===== config.mk =====
export PLATFORM = sky130hd
export DESIGN_NAME = led_fader_flat
export DESIGN_NICKNAME = d
export VERILOG_FILES = /design/src/rtl/led_fader_if.sv /design/src/rtl/led_fader.sv /design/src/flat_wrapper.sv
export SDC_FILE = /design/constraint.sdc
export NUM_CORES = 1
export LEC_CHECK = 0
export CAP_MARGIN = 20
export CELL_PAD_IN_SITES_DETAIL_PLACEMENT = 1
export CELL_PAD_IN_SITES_GLOBAL_PLACEMENT = 1
export CORE_ASPECT_RATIO = 2
export CORE_MARGIN = 3
export CORE_UTILIZATION = 50
export DETAILED_ROUTE_END_ITERATION = 10
export GPL_TIMING_DRIVEN = 0
export PLACE_DENSITY = 0.9
export SLEW_MARGIN = 30
export SYNTH_ARGS = -nofsm -noshare
export SYNTH_HDL_FRONTEND = slang
export SYNTH_SLANG_ARGS = --single-unit

===== constraint.sdc =====
create_clock -name clk -period 2.61 [get_ports clk]
set_input_delay 0.261 -clock clk [delete_from_list [all_inputs] [get_ports clk]]
set_output_delay 0.261 -clock clk [all_outputs]
set_load 0.03 [all_outputs]

===== src/rtl/led_fader_if.sv =====
// LED fader pin bundle: pattern request in, dimmed pin drive and PWM
// period marker out.
interface led_fader_if #(
    parameter int N_LEDS = 4
);
    logic [N_LEDS-1:0] led_in;
    logic [N_LEDS-1:0] led_out;
    logic              pwm_wrap;

    modport master (
        output led_in,
        input  led_out,
        input  pwm_wrap
    );

    modport slave (
        input  led_in,
        output led_out,
        output pwm_wrap
    );
endinterface


===== src/rtl/led_fader.sv =====
// PWM LED fader: asserted channels snap to full brightness, released
// channels decay linearly to off, giving a comet trail behind the pattern.
module led_fader #(
    parameter int N_LEDS     = 4,
    parameter int PWM_BITS   = 8,
    parameter int DECAY_DIV  = 16,
    parameter int DECAY_STEP = 8
) (
    input logic       clk,
    input logic       rst,
    led_fader_if.slave bus
);

    localparam logic [PWM_BITS-1:0] MAX  = '1;
    localparam logic [PWM_BITS:0]   STEP = (PWM_BITS+1)'(DECAY_STEP);

    logic [PWM_BITS-1:0]  pwm_cnt;
    logic [DECAY_DIV-1:0] decay_cnt;
    logic                 period_end;
    logic                 tick;

    logic [PWM_BITS-1:0] bright     [N_LEDS];
    logic [PWM_BITS-1:0] bright_nxt [N_LEDS];
    logic [PWM_BITS-1:0] duty       [N_LEDS];
    logic [PWM_BITS:0]   diff       [N_LEDS];

    logic [N_LEDS-1:0] led_q;
    logic [N_LEDS-1:0] led_nxt;
    logic              wrap_q;

    assign period_end   = (pwm_cnt == MAX);
    assign tick         = &decay_cnt;
    assign bus.led_out  = led_q;
    assign bus.pwm_wrap = wrap_q;

    // Decay is computed one bit wider so an underflow shows up as the
    // top bit and clamps to zero instead of wrapping to a bright value.
    always_comb begin
        led_nxt = '0;
        for (int i = 0; i < N_LEDS; i++) begin
            diff[i]       = {1'b0, bright[i]} - STEP;
            bright_nxt[i] = bright[i];
            if (bus.led_in[i]) begin
                bright_nxt[i] = MAX;
            end else if (tick) begin
                bright_nxt[i] = diff[i][PWM_BITS] ? '0
                                                  : diff[i][PWM_BITS-1:0];
            end
            led_nxt[i] = (duty[i] == MAX) || (pwm_cnt < duty[i]);
        end
    end

    always_ff @(posedge clk or posedge rst) begin
        if (rst) begin
            pwm_cnt   <= '0;
            decay_cnt <= '0;
            led_q     <= '0;
            wrap_q    <= 1'b0;
        end else begin
            pwm_cnt   <= pwm_cnt + 1'b1;
            decay_cnt <= decay_cnt + 1'b1;
            led_q     <= led_nxt;
            wrap_q    <= period_end;
        end
    end

    // Duty is a shadow of brightness latched only at the period boundary,
    // so the pin waveform never changes shape mid-period.
    always_ff @(posedge clk or posedge rst) begin
        if (rst) begin
            for (int i = 0; i < N_LEDS; i++) begin
                bright[i] <= '0;
                duty[i]   <= '0;
            end
        end else begin
            for (int i = 0; i < N_LEDS; i++) begin
                bright[i] <= bright_nxt[i];
                if (period_end) begin
                    duty[i] <= bright[i];
                end
            end
        end
    end

endmodule


===== src/flat_wrapper.sv =====
// flat-port wrapper written by rule: the top's interface ports become plain ports
module led_fader_flat 
#(
    parameter int N_LEDS     = 4,
    parameter int PWM_BITS   = 8,
    parameter int DECAY_DIV  = 16,
    parameter int DECAY_STEP = 8
)
  (clk, rst, bus_led_in, bus_led_out, bus_pwm_wrap);
  led_fader_if #(.N_LEDS(N_LEDS)) bus_i ();
  input logic clk;
  input logic rst;
  input wire logic [$bits(bus_i.led_in)-1:0] bus_led_in;
  output wire logic [$bits(bus_i.led_out)-1:0] bus_led_out;
  output wire logic [$bits(bus_i.pwm_wrap)-1:0] bus_pwm_wrap;
  assign bus_i.led_in = bus_led_in;
  assign bus_led_out = bus_i.led_out;
  assign bus_pwm_wrap = bus_i.pwm_wrap;
  led_fader #(.N_LEDS(N_LEDS), .PWM_BITS(PWM_BITS), .DECAY_DIV(DECAY_DIV), .DECAY_STEP(DECAY_STEP)) u_core (.clk(clk), .rst(rst), .bus(bus_i));
endmodule

======== Word level (Yosys, flattened, before mapping) ========
Index checks and enable logic that the tools add are counted.
operators by class
  $lt $le $gt $ge ......................... 4
  bitwise gates (word level) .............. 0
  reductions and logical operators ........ 9
  divide/modulo/power cells ............... 0
  add/sub/neg operators ................... 6
  $mul .................................... 0
  shift-type cells ........................ 0
  multiplexer cells ....................... 12
  equality and inequality tests ........... 5
operators with widths
  kind                                              number
  two-way mux 8 bit                                 12
  equality test 8 bit, second input constant        5
  subtractor 8 x 4 -> 9 bit, second input constant  4
  less-than comparator 8 bit                        4
  adder 16 x 1 -> 16 bit, second input constant     1
  AND reduction 16 bit                              1
  adder 8 x 1 -> 8 bit, second input constant       1
  nonzero test 2 bit                                4
  logical OR 1 bit                                  4
storage, ports and cells
  memories ................................ 0
  bits of input ports ..................... 6
  bits in writable memories ............... 0
  ROM bits ................................ 0
  bits in latches ......................... 0
  register bits ........................... 93

======== Depth between registers and ports, before layout ========
  depth in word-level cells ............... 4
  mapped depth ............................ 7
  gate-level depth less buffers ........... 6

======== Worst setup path before layout ========
Ideal clock, no wire load.
  path type ............................... register to register
  start point ............................. register u_core.decay_cnt[0]
  end point ............................... register u_core.bright[14] in the netlist's numbering
  setup slack ............................. 778 ps
  data required time ...................... 2,484 ps
  period minus slack after synthesis ...... 1,832 ps
  setup time .............................. 126 ps
  arrival ................................. 1,706 ps
  buffers on the path ..................... 0
  cell stages (with the launch flop) ...... 6
  cell sequence ........................... dfrtp_1 ha_1 and3_1 nand3_4 or4_1 a221o_1
on the way
  cells in the longest elaborated chain, start to end .. 2
ends and longest elaborated chain
  what                                 RTL line         source
  start: declaration                   led_fader.sv:18  logic [DECAY_DIV-1:0] decay_cnt;
  start signal: assignment             led_fader.sv:61  decay_cnt <= decay_cnt + 1'b1;
  AND reduction 16 bit                 led_fader.sv:32  assign tick = &decay_cnt;
  nonzero test 2 bit (no source line)  n/a
  end signal: indexed assignment       led_fader.sv:77  bright[i] <= bright_nxt[i];
  end: declaration                     led_fader.sv:22  logic [PWM_BITS-1:0] bright [N_LEDS];
No other way between the ends.
A chain may end at the register's enable or synchronous reset.

======== Final worst setup path ========
  start point ............................. register u_core.decay_cnt[0]
  end point ............................... register u_core.bright[23] in the netlist's numbering
The elaborated chain is that of the path after synthesis.

==> results.toml <==
[status]
status = "completed"

[clocking]
cts_buffers = 9
tritoncts = "done"
clk_latency_ps = 340
cts_setup_buffers = 0
clkSinkCount = 77
hold_buffers = 0
post_cts_resized = 0
cts_root_buf = "clkbuf_16"
htreeDepth = 3
clkTransAtPathRegs_ps = 60
cts_buffer_depth = 2

[placement]
dp_worst_setup_slack_ps = 539
port_buffers = 10
gp_congestion = 0.783
place_hpwl_mm = 7.20
dp.cells = 468

[floorplan]
rows = 45
core_sq_mm = 0.00771
dieArea_sq_mm = 0.00924
start_util_pct = 52.2
ios = 11
die_h_um = 133
die_w_um = 69.5

[power]
pwr-share-seq_pct = 46.0
swShare_pct = 20.4
p_leak_uw = 0.00216
p_sw_uw = 530
vdd_ir_drop_max_mv = 0.466
internal_power_uw = 2070
p_clk_share_pct = 52.4
share_comb_of_total_power_pct = 1.6
power_density_mw_per_mm2 = 565

[route]
drt_iter0_markers = 104
routed_wl_mm = 10.0
ant_nets = 0
drt_pass1_iterations = 6
routed_via_density = 6.22
vias = 3011
post_drt_wl_per_cell_um = 20.7
drc = 0

[timing]
fmax_mhz = 462
tightest_slew_ps = 606
max_slew_margin_pct = 59.6
hold_violations = 0
setup_violations = 0
rsz0062_at_grt = "no"
layout_setup_ws_ps = 447
finalClockSkew_ps = 8.42
fin_crit_sh_pct = 82.9
fin_crit_ps = 2160
slew_viol_final = 0

[logic_synthesis]
ys_ff_latch = 77
synth_largest_area_cell = "dfrtp_1"
synth_ff_type = "dfrtp_1"
synthesis.area_sq_mm = 0.00403
synth_top_area_share_pct = 47.8
synth_common_cells = "dfrtp_1 (77), inv_1 (48), ha_1 (34), xnor2_1 (17)"
ys_seq_area_share_pct = 47.8
async_reset_ff_share_pct = 100
synth.most_common_cell = "dfrtp_1"
synth_nets = 403
yosysUniqueCellTypes = 43
synth-edff-count = 0
syn_inst = 363
ys_warn_count = 0
synthTopCellsByArea = "dfrtp_1 (48%), ha_1 (11%), inv_1 (4.5%), mux2i_1 (3.7%), xnor2_1 (3.7%)"
syn_area_per_cell_sq_um = 11.1

[worst_setup_path]
critPathRequiredTime_ps = 2780
path_buf_inv = 1
r2r_cells = 6
crit_type = "reg -> reg"
crit_slowest_cell = "o41ai_1"
path_cells = "ha_1, and3_1, nand3_4, clkbuf_1, o41ai_1, o311ai_0"
cp_slowest_stage_delay_ps = 480
r2r_slack_ps = 450
startpoint_type = "register"
reg2reg_to = "u_core.bright[23]"
cp_max_fo = 10
worst_ep_arrival_time_ps = 2330
crit_family = "compound AO/OA/AOI/OAI gates"
r2r-start = "u_core.decay_cnt[0]"
endpoint_kind = "register"

[grt]
antenna_found_initial = 0
grt_pass1_wl_mm = 17.4
grt_overflow = 0
grt_use_total_pct = 24.1
grt_start_max_net_pins = 48
grt_pass1_vias = 3423

[final_layout]
syn_to_final_growth_pct = 14.0
multi_input_area_sq_mm = 0.00188
final_nets = 425
fillCellCount = 798
drive_above_1_share_pct = 9.74
seq_area_sq_mm = 0.00193
diodes = 0
final_cells = 484

[min_path]
hp-class = "in -> async"

[job]
drv_cap = 0
==> worst register-to-register path: stages (launching register included) <==
cell      delay (ps)
dfrtp_1          360
ha_1             270
and3_1           260
nand3_4          100
clkbuf_1         270
o41ai_1          480
o311ai_0         240
==> power groups by stage <==
stage / clock [uW] / sequential [uW] / combinational [uW]
6_report: 1360 / 1190 / 40.4
2_1_floorplan: 0 / 1220 / 18.4
5_1_grt: 1450 / 1190 / 45.5
3_5_place_dp: 0 / 1220 / 42.0
4_1_cts: 1380 / 1190 / 41.9
3_3_place_gp: 0 / 1220 / 36.3
==> through the flow <==
stage | util (%) | setup TNS [ps] | power [uW] | hold slack, ps | cell area, sq um
floorplan | - | 0 | 1230 | 353 | 4030
global placement | 55.1 | -59430 | 1250 | 427 | 4250
detailed placement | 55.3 | 0 | 1260 | 445 | 4270
CTS | 59.6 | 0 | 2610 | 375 | 4590
global route | 59.6 | 0 | 2690 | 416 | 4590
finish | 59.6 | 0 | 2600 | 363 | 4590
==> routing by layer <==
metal / share of wire (%) / vias to the layer above / global-route usage [%]
met5: 0 / - / 0
met4: 5.4 / 0 / 14.0
met3: 2.2 / 40 / 5.17
met2: 57 / 66 / 44.0
met1: 35 / 1536 / 24.5
li1: - / 1369 / -
==> cell usage in the layout (no fill, tap or decap), types with 4 or more instances in the layout <==
master | synthesis | routed
dfrtp_1 | 77 | 77
inv_1 | 48 | 47
ha_1 | 34 | 34
xnor2_1 | 17 | 17
mux2i_1 | 15 | 15
nand3_1 | 15 | 15
nand2_1 | 13 | 13
clkdlybuf4s50_1 | 0 | 10
mux2_2 | 9 | 9
a21o_1 | 9 | 9
clkbuf_16 | 0 | 9
nor2_1 | 8 | 8
nor3_1 | 7 | 7
a311o_1 | 7 | 7
buf_2 | 6 | 6
nor4_1 | 6 | 6
nand2b_1 | 6 | 6
nor4b_1 | 6 | 6
a211o_1 | 6 | 6
and3_1 | 5 | 5
o211ai_1 | 5 | 5
nand4_1 | 5 | 5
and4_1 | 4 | 4
a31oi_1 | 4 | 4
a2111oi_0 | 4 | 4
o21a_1 | 4 | 4
o21ai_0 | 4 | 4
a21oi_1 | 4 | 4
a32oi_1 | 4 | 4
==> cell type report <==
class / count / share of cell area, %
sequential: 77 / 41.9
timing repair buffer: 11 / 2.61
multi-input combinational: 229 / 40.8
inverter: 48 / 3.98
tap: 94 / 2.56
buffer: 9 / 0.980
clock buffer: 10 / 5.20
clock inverter: 6 / 1.88
==> worst max path at each step <==
stage | from | endpoint | slack [ps] | cells after the start
final | u_core.decay_cnt[0] | u_core.bright[23] | 450 | 6
after global routing | u_core.decay_cnt[0] | u_core.bright[23] | 350 | 6
after CTS | u_core.decay_cnt[0] | u_core.bright[23] | 430 | 6
after detailed placement | u_core.decay_cnt[0] | u_core.bright[23] | 540 | 6
after global placement | rst | u_core.bright[17] | -780 | 2
after floorplan | rst | u_core.bright[11] | 380 | 1
==> state kept, by name (all words and copies together) (netlist names) <==
name                 count
u_core.bus.led_out       4
u_core.bright           24
u_core.decay_cnt        16
u_core.pwm_cnt           8
u_core.bus.pwm_wrap      1
u_core.duty             24
==> logic make-up (layout without fill, tap and decap cells) <==
logic type / after synthesis / in the layout / synth area share (%)
AOI/OAI and AO/OA: 62 / 62 / 12.2
xor gates and xnor gates: 20 / 20 / 4.35
adders and majority gates: 34 / 34 / 10.6
buffers and inverters: 57 / 84 / 5.59
DFF: 77 / 77 / 47.8
muxes: 24 / 24 / 6.24
and+or+nand+nor: 89 / 89 / 13.2
No activity file was read; power rests on OpenSTA's default activity.
